`config.mk`:
```
export PLATFORM = sky130hd
export DESIGN_NAME = jt900h_udma_xfer
export DESIGN_NICKNAME = d
export VERILOG_FILES = /design/src/rtl/jt900h_pkg.sv /design/src/rtl/jt900h_udma_addr.sv /design/src/rtl/jt900h_udma_xfer.sv
export SDC_FILE = /design/constraint.sdc
export NUM_CORES = 1
export LEC_CHECK = 0
export CAP_MARGIN = 0
export CORE_MARGIN = 3
export CORE_UTILIZATION = 50
export DETAILED_ROUTE_END_ITERATION = 6
export PLACE_DENSITY = 0.79
export SLEW_MARGIN = 20
export SYNTH_ARGS = -nofsm -noshare
export SYNTH_HDL_FRONTEND = slang
export SYNTH_HIERARCHICAL = 1
export SYNTH_SLANG_ARGS = --single-unit
```
`constraint.sdc`:
```
create_clock -name clk -period 5.2 [get_ports clk]
set_input_delay 1.04 -clock clk [delete_from_list [all_inputs] [get_ports clk]]
set_output_delay 1.04 -clock clk [all_outputs]
set_load 0.01 [all_outputs]
```
`src/rtl/jt900h_pkg.sv`:
```
// jt900h_pkg: shared encodings for the jt900h micro-DMA transfer engine
// (FSM states, transfer modes, access sizes, register-file groups).
package jt900h_pkg;

    typedef enum logic [3:0] {
        ST_IDLE,
        ST_LD_SRC,
        ST_LD_SRC_W,
        ST_LD_DST,
        ST_LD_DST_W,
        ST_LD_CNT,
        ST_LD_CNT_W,
        ST_RD,
        ST_WR,
        ST_WB_SRC,
        ST_WB_DST,
        ST_WB_CNT
    } udma_state_e;

    localparam logic [2:0] MODE_DST_INC = 3'b000;
    localparam logic [2:0] MODE_DST_DEC = 3'b001;
    localparam logic [2:0] MODE_SRC_INC = 3'b010;
    localparam logic [2:0] MODE_SRC_DEC = 3'b011;
    localparam logic [2:0] MODE_FIXED   = 3'b100;
    localparam logic [2:0] MODE_COUNTER = 3'b101;

    localparam logic [1:0] SZ_BYTE = 2'b00;
    localparam logic [1:0] SZ_WORD = 2'b01;
    localparam logic [1:0] SZ_LONG = 2'b10;

    localparam logic [1:0] GRP_SRC = 2'd0;
    localparam logic [1:0] GRP_DST = 2'd1;
    localparam logic [1:0] GRP_CNT = 2'd2;

    localparam logic [2:0] WE_NONE = 3'b000;
    localparam logic [2:0] WE_WORD = 3'b010;
    localparam logic [2:0] WE_LONG = 3'b100;

    // count/mode word layout: count in [15:0], dmam[4:0] in [20:16]
    localparam int DMAM_LSB = 16;

    function automatic logic [1:0] norm_size(input logic [1:0] s);
        return (s == 2'b11) ? SZ_BYTE : s;
    endfunction

endpackage

```
`src/rtl/jt900h_udma_addr.sv`:
```
// jt900h_udma_addr: next source or destination address for one transfer step;
// only the low 24 bits move, the top byte is carried through untouched.
module jt900h_udma_addr
    import jt900h_pkg::*;
(
    input  logic [31:0] addr_i,
    input  logic [2:0]  mode_i,
    input  logic [1:0]  size_i,
    input  logic        dst_i,
    output logic [31:0] next_o
);
    logic [23:0] step;
    logic        inc, dec;

    always_comb begin
        step = (norm_size(size_i) == SZ_LONG) ? 24'd4 :
               (norm_size(size_i) == SZ_WORD) ? 24'd2 : 24'd1;
        // counter mode always bumps the source by one regardless of size
        if (mode_i == MODE_COUNTER)
            step = 24'd1;
        inc = dst_i ? (mode_i == MODE_DST_INC) : (mode_i == MODE_SRC_INC || mode_i == MODE_COUNTER);
        dec = dst_i ? (mode_i == MODE_DST_DEC) : (mode_i == MODE_SRC_DEC);
        next_o = {addr_i[31:24], inc ? addr_i[23:0] + step : dec ? addr_i[23:0] - step : addr_i[23:0]};
    end

endmodule

```
`src/rtl/jt900h_udma_xfer.sv`:
```
// jt900h_udma_xfer: micro-DMA transfer engine; per serviced request it loads
// src/dst/count from the register file, moves one unit on the bus, writes back.
module jt900h_udma_xfer
    import jt900h_pkg::*;
(
    input  logic        clk,
    input  logic        rst_n,
    input  logic        cen,
    input  logic [3:0]  req,
    output logic [5:0]  rf_sel,
    output logic [2:0]  rf_we,
    output logic [31:0] rf_dout,
    input  logic [31:0] rf_din,
    output logic [23:0] bus_addr,
    output logic        bus_rd,
    output logic        bus_wr,
    output logic [1:0]  bus_size,
    output logic [31:0] bus_dout,
    input  logic [31:0] bus_din,
    input  logic        bus_ack,
    output logic        busy,
    output logic [3:0]  tc_irq
);
    udma_state_e state_q, state_d;
    logic [3:0]  pend_q, pend_d, clr;
    logic [1:0]  ch_q, ch_d, pick, grp;
    logic [31:0] src_q, src_d, dst_q, dst_d, data_q, data_d, src_nx, dst_nx;
    logic [15:0] cnt_q, cnt_d, cnt_nx;
    logic [4:0]  dmam_q, dmam_d;
    logic        sel_en;

    jt900h_udma_addr u_src (
        .addr_i (src_q),
        .mode_i (dmam_q[4:2]),
        .size_i (dmam_q[1:0]),
        .dst_i  (1'b0),
        .next_o (src_nx)
    );

    jt900h_udma_addr u_dst (
        .addr_i (dst_q),
        .mode_i (dmam_q[4:2]),
        .size_i (dmam_q[1:0]),
        .dst_i  (1'b1),
        .next_o (dst_nx)
    );

    assign pick   = pend_q[0] ? 2'd0 : pend_q[1] ? 2'd1 : pend_q[2] ? 2'd2 : 2'd3;
    assign cnt_nx = cnt_q - 16'd1;

    always_ff @(posedge clk or negedge rst_n) begin
        if (!rst_n) begin
            state_q <= ST_IDLE;
            pend_q  <= '0;
            ch_q    <= '0;
            src_q   <= '0;
            dst_q   <= '0;
            cnt_q   <= '0;
            dmam_q  <= '0;
            data_q  <= '0;
        end else if (cen) begin
            state_q <= state_d;
            pend_q  <= pend_d;
            ch_q    <= ch_d;
            src_q   <= src_d;
            dst_q   <= dst_d;
            cnt_q   <= cnt_d;
            dmam_q  <= dmam_d;
            data_q  <= data_d;
        end
    end

    always_comb begin
        state_d = state_q;
        ch_d    = ch_q;
        src_d   = src_q;
        dst_d   = dst_q;
        cnt_d   = cnt_q;
        dmam_d  = dmam_q;
        data_d  = data_q;
        clr     = '0;
        case (state_q)
            ST_IDLE: if (|pend_q) begin
                ch_d    = pick;
                clr     = 4'b0001 << pick;
                state_d = ST_LD_SRC;
            end
            ST_LD_SRC:   state_d = ST_LD_SRC_W;
            ST_LD_SRC_W: begin
                src_d   = rf_din;
                state_d = ST_LD_DST;
            end
            ST_LD_DST:   state_d = ST_LD_DST_W;
            ST_LD_DST_W: begin
                dst_d   = rf_din;
                state_d = ST_LD_CNT;
            end
            ST_LD_CNT:   state_d = ST_LD_CNT_W;
            ST_LD_CNT_W: begin
                cnt_d   = rf_din[15:0];
                dmam_d  = rf_din[DMAM_LSB +: 5];
                state_d = (rf_din[DMAM_LSB + 2 +: 3] == MODE_COUNTER) ? ST_WB_SRC : ST_RD;
            end
            ST_RD: if (bus_ack) begin
                data_d  = bus_din;
                state_d = ST_WR;
            end
            ST_WR:       state_d = bus_ack ? ST_WB_SRC : ST_WR;
            ST_WB_SRC:   state_d = ST_WB_DST;
            ST_WB_DST:   state_d = ST_WB_CNT;
            default:     state_d = ST_IDLE;
        endcase
        // a request landing on the cycle its channel is picked stays pending
        pend_d = (pend_q & ~clr) | req;
    end

    always_comb begin
        sel_en   = 1'b1;
        grp      = GRP_SRC;
        rf_we    = WE_NONE;
        rf_dout  = '0;
        bus_rd   = 1'b0;
        bus_wr   = 1'b0;
        bus_addr = '0;
        bus_size = SZ_BYTE;
        tc_irq   = '0;
        case (state_q)
            ST_LD_SRC, ST_LD_SRC_W: grp = GRP_SRC;
            ST_LD_DST, ST_LD_DST_W: grp = GRP_DST;
            ST_LD_CNT, ST_LD_CNT_W: grp = GRP_CNT;
            ST_RD: begin
                sel_en   = 1'b0;
                bus_rd   = 1'b1;
                bus_addr = src_q[23:0];
                bus_size = norm_size(dmam_q[1:0]);
            end
            ST_WR: begin
                sel_en   = 1'b0;
                bus_wr   = 1'b1;
                bus_addr = dst_q[23:0];
                bus_size = norm_size(dmam_q[1:0]);
            end
            ST_WB_SRC: begin
                rf_we   = WE_LONG;
                rf_dout = src_nx;
            end
            ST_WB_DST: begin
                grp     = GRP_DST;
                rf_we   = WE_LONG;
                rf_dout = dst_nx;
            end
            ST_WB_CNT: begin
                grp     = GRP_CNT;
                rf_we   = WE_WORD;
                rf_dout = {16'h0000, cnt_nx};
                tc_irq  = (cnt_nx == 16'h0000) ? 4'b0001 << ch_q : 4'b0000;
            end
            default: sel_en = 1'b0;
        endcase
        rf_sel = sel_en ? {grp, ch_q, 2'b00} : 6'd0;
    end

    assign bus_dout = data_q;
    // pending work keeps busy up across the IDLE cycle between queued transfers
    assign busy     = (state_q != ST_IDLE) || (|pend_q);

endmodule
```
## Word-level counts from Yosys, hierarchy flattened

Cells that the tools add are included.

| cells by class | value |
|---|---|
| add/subtract/negate cells | 5 |
| eq/ne operators | 21 |
| shifts and indexed selects | 2 |
| muxes and demuxes | 29 |
| bitwise gates (word level) | 3 |
| reductions and logical operators | 18 |

Operator list:

| operator | count |
|---|---|
| $mux 24 | 6 |
| $pmux 32 s3 | 1 |
| $add 24x24->24 | 2 |
| $pmux 24 s2 | 1 |
| $sub 24x24->24 | 2 |
| $pmux 4 s11 | 1 |
| $mux 4 | 7 |
| $eq 4x3->1 const B | 4 |
| $eq 4x4->1 const B | 4 |
| $logic_not 16->1 | 1 |
| $sub 16x1->16 const B | 1 |
| $mux 2 | 5 |
| $reduce_and 3->1 | 3 |
| $reduce_or 9->1 | 1 |
| $eq 4x2->1 const B | 2 |
| $shl 1x2->4 const A | 2 |
| $eq 3x2->1 const B | 2 |
| $eq 3x3->1 const B | 2 |
| $mux 6 | 1 |
| $pmux 3 s2 | 1 |
| $reduce_and 2->1 | 3 |
| $reduce_or 3->1 | 2 |
| $mux 1 | 5 |
| $and 4x4->4 | 1 |
| 14 further kinds | 18 |

| word-level totals | value |
|---|---|
| register bits after elaboration | 127 |

## Logic depth before layout (Yosys ltp)

| logic depth | value |
|---|---|
| depth in word-level cells | 10 |
| mapped depth | 15 |
| gate-level depth less buffers | 15 |

## Modules after synthesis

Netlist, hierarchy kept.

Modules (own cells, without submodules):

| module | instances | cells an instance | area each (um2) | sequential area each (um2) |
|---|---|---|---|---|
| jt900h_udma_xfer | 1 | 490 | 6132.1 | 3178.0 |
| jt900h_udma_addr | 2 | 172 | 1158.6 | 0.0 |

## Worst setup path after synthesis

Ideal clock, no wire load.

| path | value |
|---|---|
| path type | flip-flop to output port |
| start point | register dmam_q[0] |
| end point | output port rf_dout[12] |
| data arrival time | 2.622 ns |
| data required time | 4.160 ns |
| setup slack | 1.538 ns |
| cell stages (with the launch flop) | 14 |
| path buffers | 0 |
| cells stage by stage | dfrtp_1 > inv_1 > ha_1 > nand2b_1 > ha_1 > inv_1 > fa_1 > o21ba_2 > a31oi_1 > nand2_1 > o21ai_0 > xor2_1 > a22oi_1 > o22ai_1 |

| on the way | value |
|---|---|
| cells in the longest elaborated chain, start to end | 10 |
| elaborated cells on any way between the ends | 16 |

Ends and longest elaborated chain:

| element | RTL line | RTL |
|---|---|---|
| from (decl) | jt900h_udma_xfer.sv:29 | `logic [4:0] dmam_q, dmam_d;` |
| from (signal assigned) | jt900h_udma_xfer.sv:68 | `dmam_q <= dmam_d;` |
| $eq 2x2->1 | jt900h_pkg.sv:43 | `return (s == 2'b11) ? SZ_BYTE : s;` |
| $mux 2 (*) | jt900h_pkg.sv:43 |  |
| $eq 2x1->1 | jt900h_udma_addr.sv:17 | `(norm_size(size_i) == SZ_WORD) ? 24'd2 : 24'd1;` |
| $mux 2 | jt900h_udma_addr.sv:17 |  |
| $mux 24 (*) | jt900h_udma_addr.sv:16 | `step = (norm_size(size_i) == SZ_LONG) ? 24'd4 :` |
| $mux 24 (*) | jt900h_udma_addr.sv:19 | `if (mode_i == MODE_COUNTER)` |
| $sub 24x24->24 | jt900h_udma_addr.sv:23 | `next_o = {addr_i[31:24], inc ? addr_i[23:0] + step : dec ? addr_i[23:0] - step : addr_i[23:0]};` |
| $mux 24 | jt900h_udma_addr.sv:23 |  |
| $mux 24 (*) | jt900h_udma_addr.sv:23 |  |
| named net src_nx[12] | jt900h_udma_xfer.sv:27 | `logic [31:0] src_q, src_d, dst_q, dst_d, data_q, data_d, src_nx, dst_nx;` |
| $pmux 32 s3 (*) | jt900h_udma_xfer.sv:127 | `case (state_q)` |
| to (decl) | jt900h_udma_xfer.sv:12 | `output logic [31:0] rf_dout,` |

The timed path passes the listed nets; every way through them passes the cells marked *.

## Worst setup path in the final report

| path | value |
|---|---|
| start point | register dmam_q[1] |
| end point | output port rf_dout[14] |

Same word-level chain as after synthesis.

==> PnR_summary.wiki <==
{| class="wikitable"
! Metric !! Value
|-
| Result of the run || finished, final reports clean
|-
| Total number of cells along the worst setup path || 12
|-
| Pin count of the biggest net entering global routing || 128
|-
| List of cells traversed by the critical path || ha_1, nand2b_1, ha_1, inv_1, fa_1, a211o_1, nor4_1, a32oi_1, xnor2_1, a22oi_1, o22ai_1, clkdlybuf4s50_1
|-
| Area of the core region || 0.0162 sq mm
|-
| Switching fraction of total power || 42.0%
|-
| Io pins || 178
|-
| Leakage power of the design || 4.46 nW
|-
| Min Tclk post-route || 5.01 ns
|-
| Area after DPL || 0.0102 sq mm
|-
| CP arrival || 3.97 ns
|-
| Register-to-register path setup slack || 2.31 ns
|-
| Commonest non-fill, non-tap cells in the layout || sky130_fd_sc_hd__clkdlybuf4s50_1, sky130_fd_sc_hd__dfrtp_1, sky130_fd_sc_hd__mux2_2
|-
| Sw Pwr || 2.77 mW
|-
| Maximum ir drop on the vdd rail || 0.337 mV
|-
| Global-route usage over all layers || 27.4%
|-
| Count of input and output buffers || 174
|-
| Critical Path Source Type || flop
|-
| Initial antenna violation count || 0
|-
| Via count || 7,305
|-
| Clock insertion delay at the later pin of the skew report || 0.43 ns
|-
| Setup crit start || dmam_q[1]
|-
| Number of enable-type register cells in the synthesized netlist || 0
|-
| CTS Root Cell || sky130_fd_sc_hd__clkbuf_16
|-
| Dominant synthesized flop cell || sky130_fd_sc_hd__dfrtp_1
|-
| Worst path slowest cell || sky130_fd_sc_hd__clkdlybuf4s50_1
|-
| Launching point of the worst reg2reg path || state_q[0]
|-
| Remaining global-route overflow || 0
|-
| Residual DRC || 0
|-
| Number of nets in the final layout || 1,075
|-
| Count of H-tree levels built during CTS || 4
|-
| Fraction of power consumed by the clock network || 19.6%
|-
| Number of buffers on the longest clock path || 2
|-
| Crit-path max FO || 7
|-
| Kind of path behind the tightest hold check || flop to flop
|-
| Hold-critical path depth || 1
|-
| Setup repair after global routing missed its margin || no
|-
| Number of buffers inserted during clock tree synthesis || 17
|-
| Fmax || 200 MHz
|-
| Die Footprint || 0.0185 sq mm
|-
| Proportion of register bits with asynchronous set or reset after synthesis || 100%
|-
| Die height || 136 um
|-
| Category of cells accounting for the largest share of critical-path delay || adder cells
|-
| Router iterations before antenna repair || 5
|-
| Total of endpoints with negative setup slack in the final report || 0
|-
| Area Growth Syn to Fin || 28.8%
|-
| Worst setup skew after layout || 0.00928 ns
|-
| Portion of total power attributed to combinational logic || 46.3%
|-
| Antenna Violating Nets Remaining || 0
|-
| Sequential power share || 34.2%
|-
| Synth unique cells || 70
|-
| Gates resized, CTS repair || 0
|-
| Reg2reg path depth || 5
|-
| Nature of the critical path endpoint || output pin
|-
| Average detailed-routed wire length per instance || 20.9 um
|-
| Worst-Margin Slew || 1.05 ns
|-
| Warnings from Yosys || 6
|-
| Global-route wire length before repair || 39.5 mm
|-
| Internal || 3.83 mW
|-
| Area of all placed cells without fillers || 0.0109 sq mm
|-
| Register area share after synthesis || 37.6%
|-
| Per-cell via count in the routed design || 6.04
|-
| Max-slew violations || 0
|-
| Relative slew slack || 30.0%
|-
| Initial drt markers || 751
|-
| Hold buffers post-CTS || 0
|-
| Count of clock tree sinks || 127
|-
| Ant diodes || 0
|-
| Final Wtd Congestion || 0.998
|-
| Crit Path Class || flop to output pin
|-
| Final cell count without fillers || 1,210
|-
| Placed wire-length estimate || 18.3 mm
|-
| TritonCTS clock tree || built
|-
| Final hold slack || 0.487 ns
|-
| DIE WIDTH || 136 um
|-
| Number of standard-cell rows in the floorplan || 46
|-
| Required time at the endpoint of the critical path || 4.16 ns
|-
| Max-cap check violation count || 0
|-
| Sum of buffers and inverters on the critical path || 2
|-
| Vias in the first global route || 7,332
|-
| Total instance count after detailed placement || 1,178
|-
| Avg Cell Area, Syn || 10.1 sq um
|-
| Fraction of final layout cells with drive strength greater than 1 || 19.6%
|-
| Synthesized instance count || 834
|-
| Effective utilization at floorplan || 52.1%
|-
| Total wire length after detailed routing || 25.3 mm
|-
| Synthesized cell area || 0.00845 sq mm
|-
| Most common cell on crit path || sky130_fd_sc_hd__ha_1
|-
| Final hold vios || 0
|-
| Most frequent standard cell in the layout excluding fill and tap cells || sky130_fd_sc_hd__clkdlybuf4s50_1
|-
| Count of state elements after synthesis || 127
|-
| Cell Pwr Density || 607 mW/mm^2
|-
| Worst path max stage delay || 0.58 ns
|-
| Share of the clock period used by the worst path || 96.4%
|-
| Capture point of the critical path || rf_dout[14]
|-
| Clock transition at the register clock pins on the worst setup and hold paths after CTS || 0.06 ns
|-
| Buffers inserted by post-CTS timing repair || 0
|-
| Capturing point of the worst reg2reg path || bus_dout[12]
|-
| Setup TNS || 0 ns
|}
power groups by stage:
stage / sequential, mW / clock, mW / combinational, mW
3_3_place_gp: 2.21 / 0 / 2.96
6_report: 2.26 / 1.29 / 3.06
4_1_cts: 2.23 / 1.31 / 3.02
5_1_grt: 2.34 / 1.36 / 3.32
2_1_floorplan: 1.93 / 0 / 2.19
3_5_place_dp: 2.24 / 0 / 2.99
Yosys cell counts, types with 16 or more instances:
cell / instances / area, sq um
sky130_fd_sc_hd__o32ai_1: 16 / 140
sky130_fd_sc_hd__ha_1: 18 / 225
sky130_fd_sc_hd__o21ai_0: 18 / 90.1
sky130_fd_sc_hd__a21oi_1: 20 / 100
sky130_fd_sc_hd__nand3_1: 25 / 125
sky130_fd_sc_hd__buf_4: 22 / 165
sky130_fd_sc_hd__a22o_1: 46 / 403
sky130_fd_sc_hd__nand4_1: 27 / 169
sky130_fd_sc_hd__buf_2: 20 / 100
sky130_fd_sc_hd__dfrtp_1: 127 / 3180
sky130_fd_sc_hd__xor2_1: 45 / 394
sky130_fd_sc_hd__nand2_1: 54 / 203
sky130_fd_sc_hd__clkbuf_1: 18 / 67.6
sky130_fd_sc_hd__mux2_2: 114 / 1280
sky130_fd_sc_hd__nor2_1: 53 / 199
sky130_fd_sc_hd__inv_1: 29 / 109
sky130_fd_sc_hd__a22oi_1: 16 / 120
stage by stage:
step	util (%)	power (mW)	worst slack [ns]
after CTS	66.9	6.56	0.159
after floorplan	-	4.11	1.54
after global placement	63.0	5.17	0.657
after detailed placement	63.0	5.23	0.648
final	67.1	6.61	0.188
after global routing	67.1	7.02	0.0282
layout make-up:
| cell class | instances | area, sq um |
|---|---|---|
| repair buffers | 185 | 1830 |
| flip-flops and latches | 127 | 3180 |
| inverters | 29 | 109 |
| fillers | 1323 | 5350 |
| clock buffers | 20 | 457 |
| clock inverters | 12 | 180 |
| well taps | 216 | 270 |
| multi-input cells | 621 | 4850 |
layer usage:
metal,up-vias,part of all wire [%],GRT usage (%)
li1,3368,-,-
met1,3574,42,37.1
met2,322,47,44.1
met3,41,8.1,5.81
met4,0,2.1,8.73
met5,-,0,0
how the worst min path moves through the flow:
stage | from | end | slack, ns
after floorplan | dst_q[24] | dst_q[24] | 0.48
after global placement | bus_dout[3] | bus_dout[3] | 0.47
final | bus_dout[3] | bus_dout[3] | 0.49
after global routing | bus_dout[15] | bus_dout[15] | 0.51
after CTS | bus_dout[3] | bus_dout[3] | 0.49
after detailed placement | bus_dout[3] | bus_dout[3] | 0.48
flip-flops by register name (all words and copies together), names as in the netlist:
name / count
src_q: 32
pend_q: 4
cnt_q: 16
state_q: 4
dmam_q: 5
ch_q: 2
bus_dout: 32
dst_q: 32
kinds of logic (layout without fill, tap and decap cells):
group                      after synthesis  after routing  share of synthesized area (%)
DFF                                    127            127                           37.6
other                                    2             11                         0.0889
muxes                                  118            118                           15.7
xor gates and xnor gates                59             59                           6.12
buffers and inverters                   95            246                           5.85
adders and majority gates               22             22                           3.61
and+or+nand+nor                        249            249                           16.6
AOI/OAI and AO/OA                      162            162                           14.4
(Power assumes the default switching activity.)
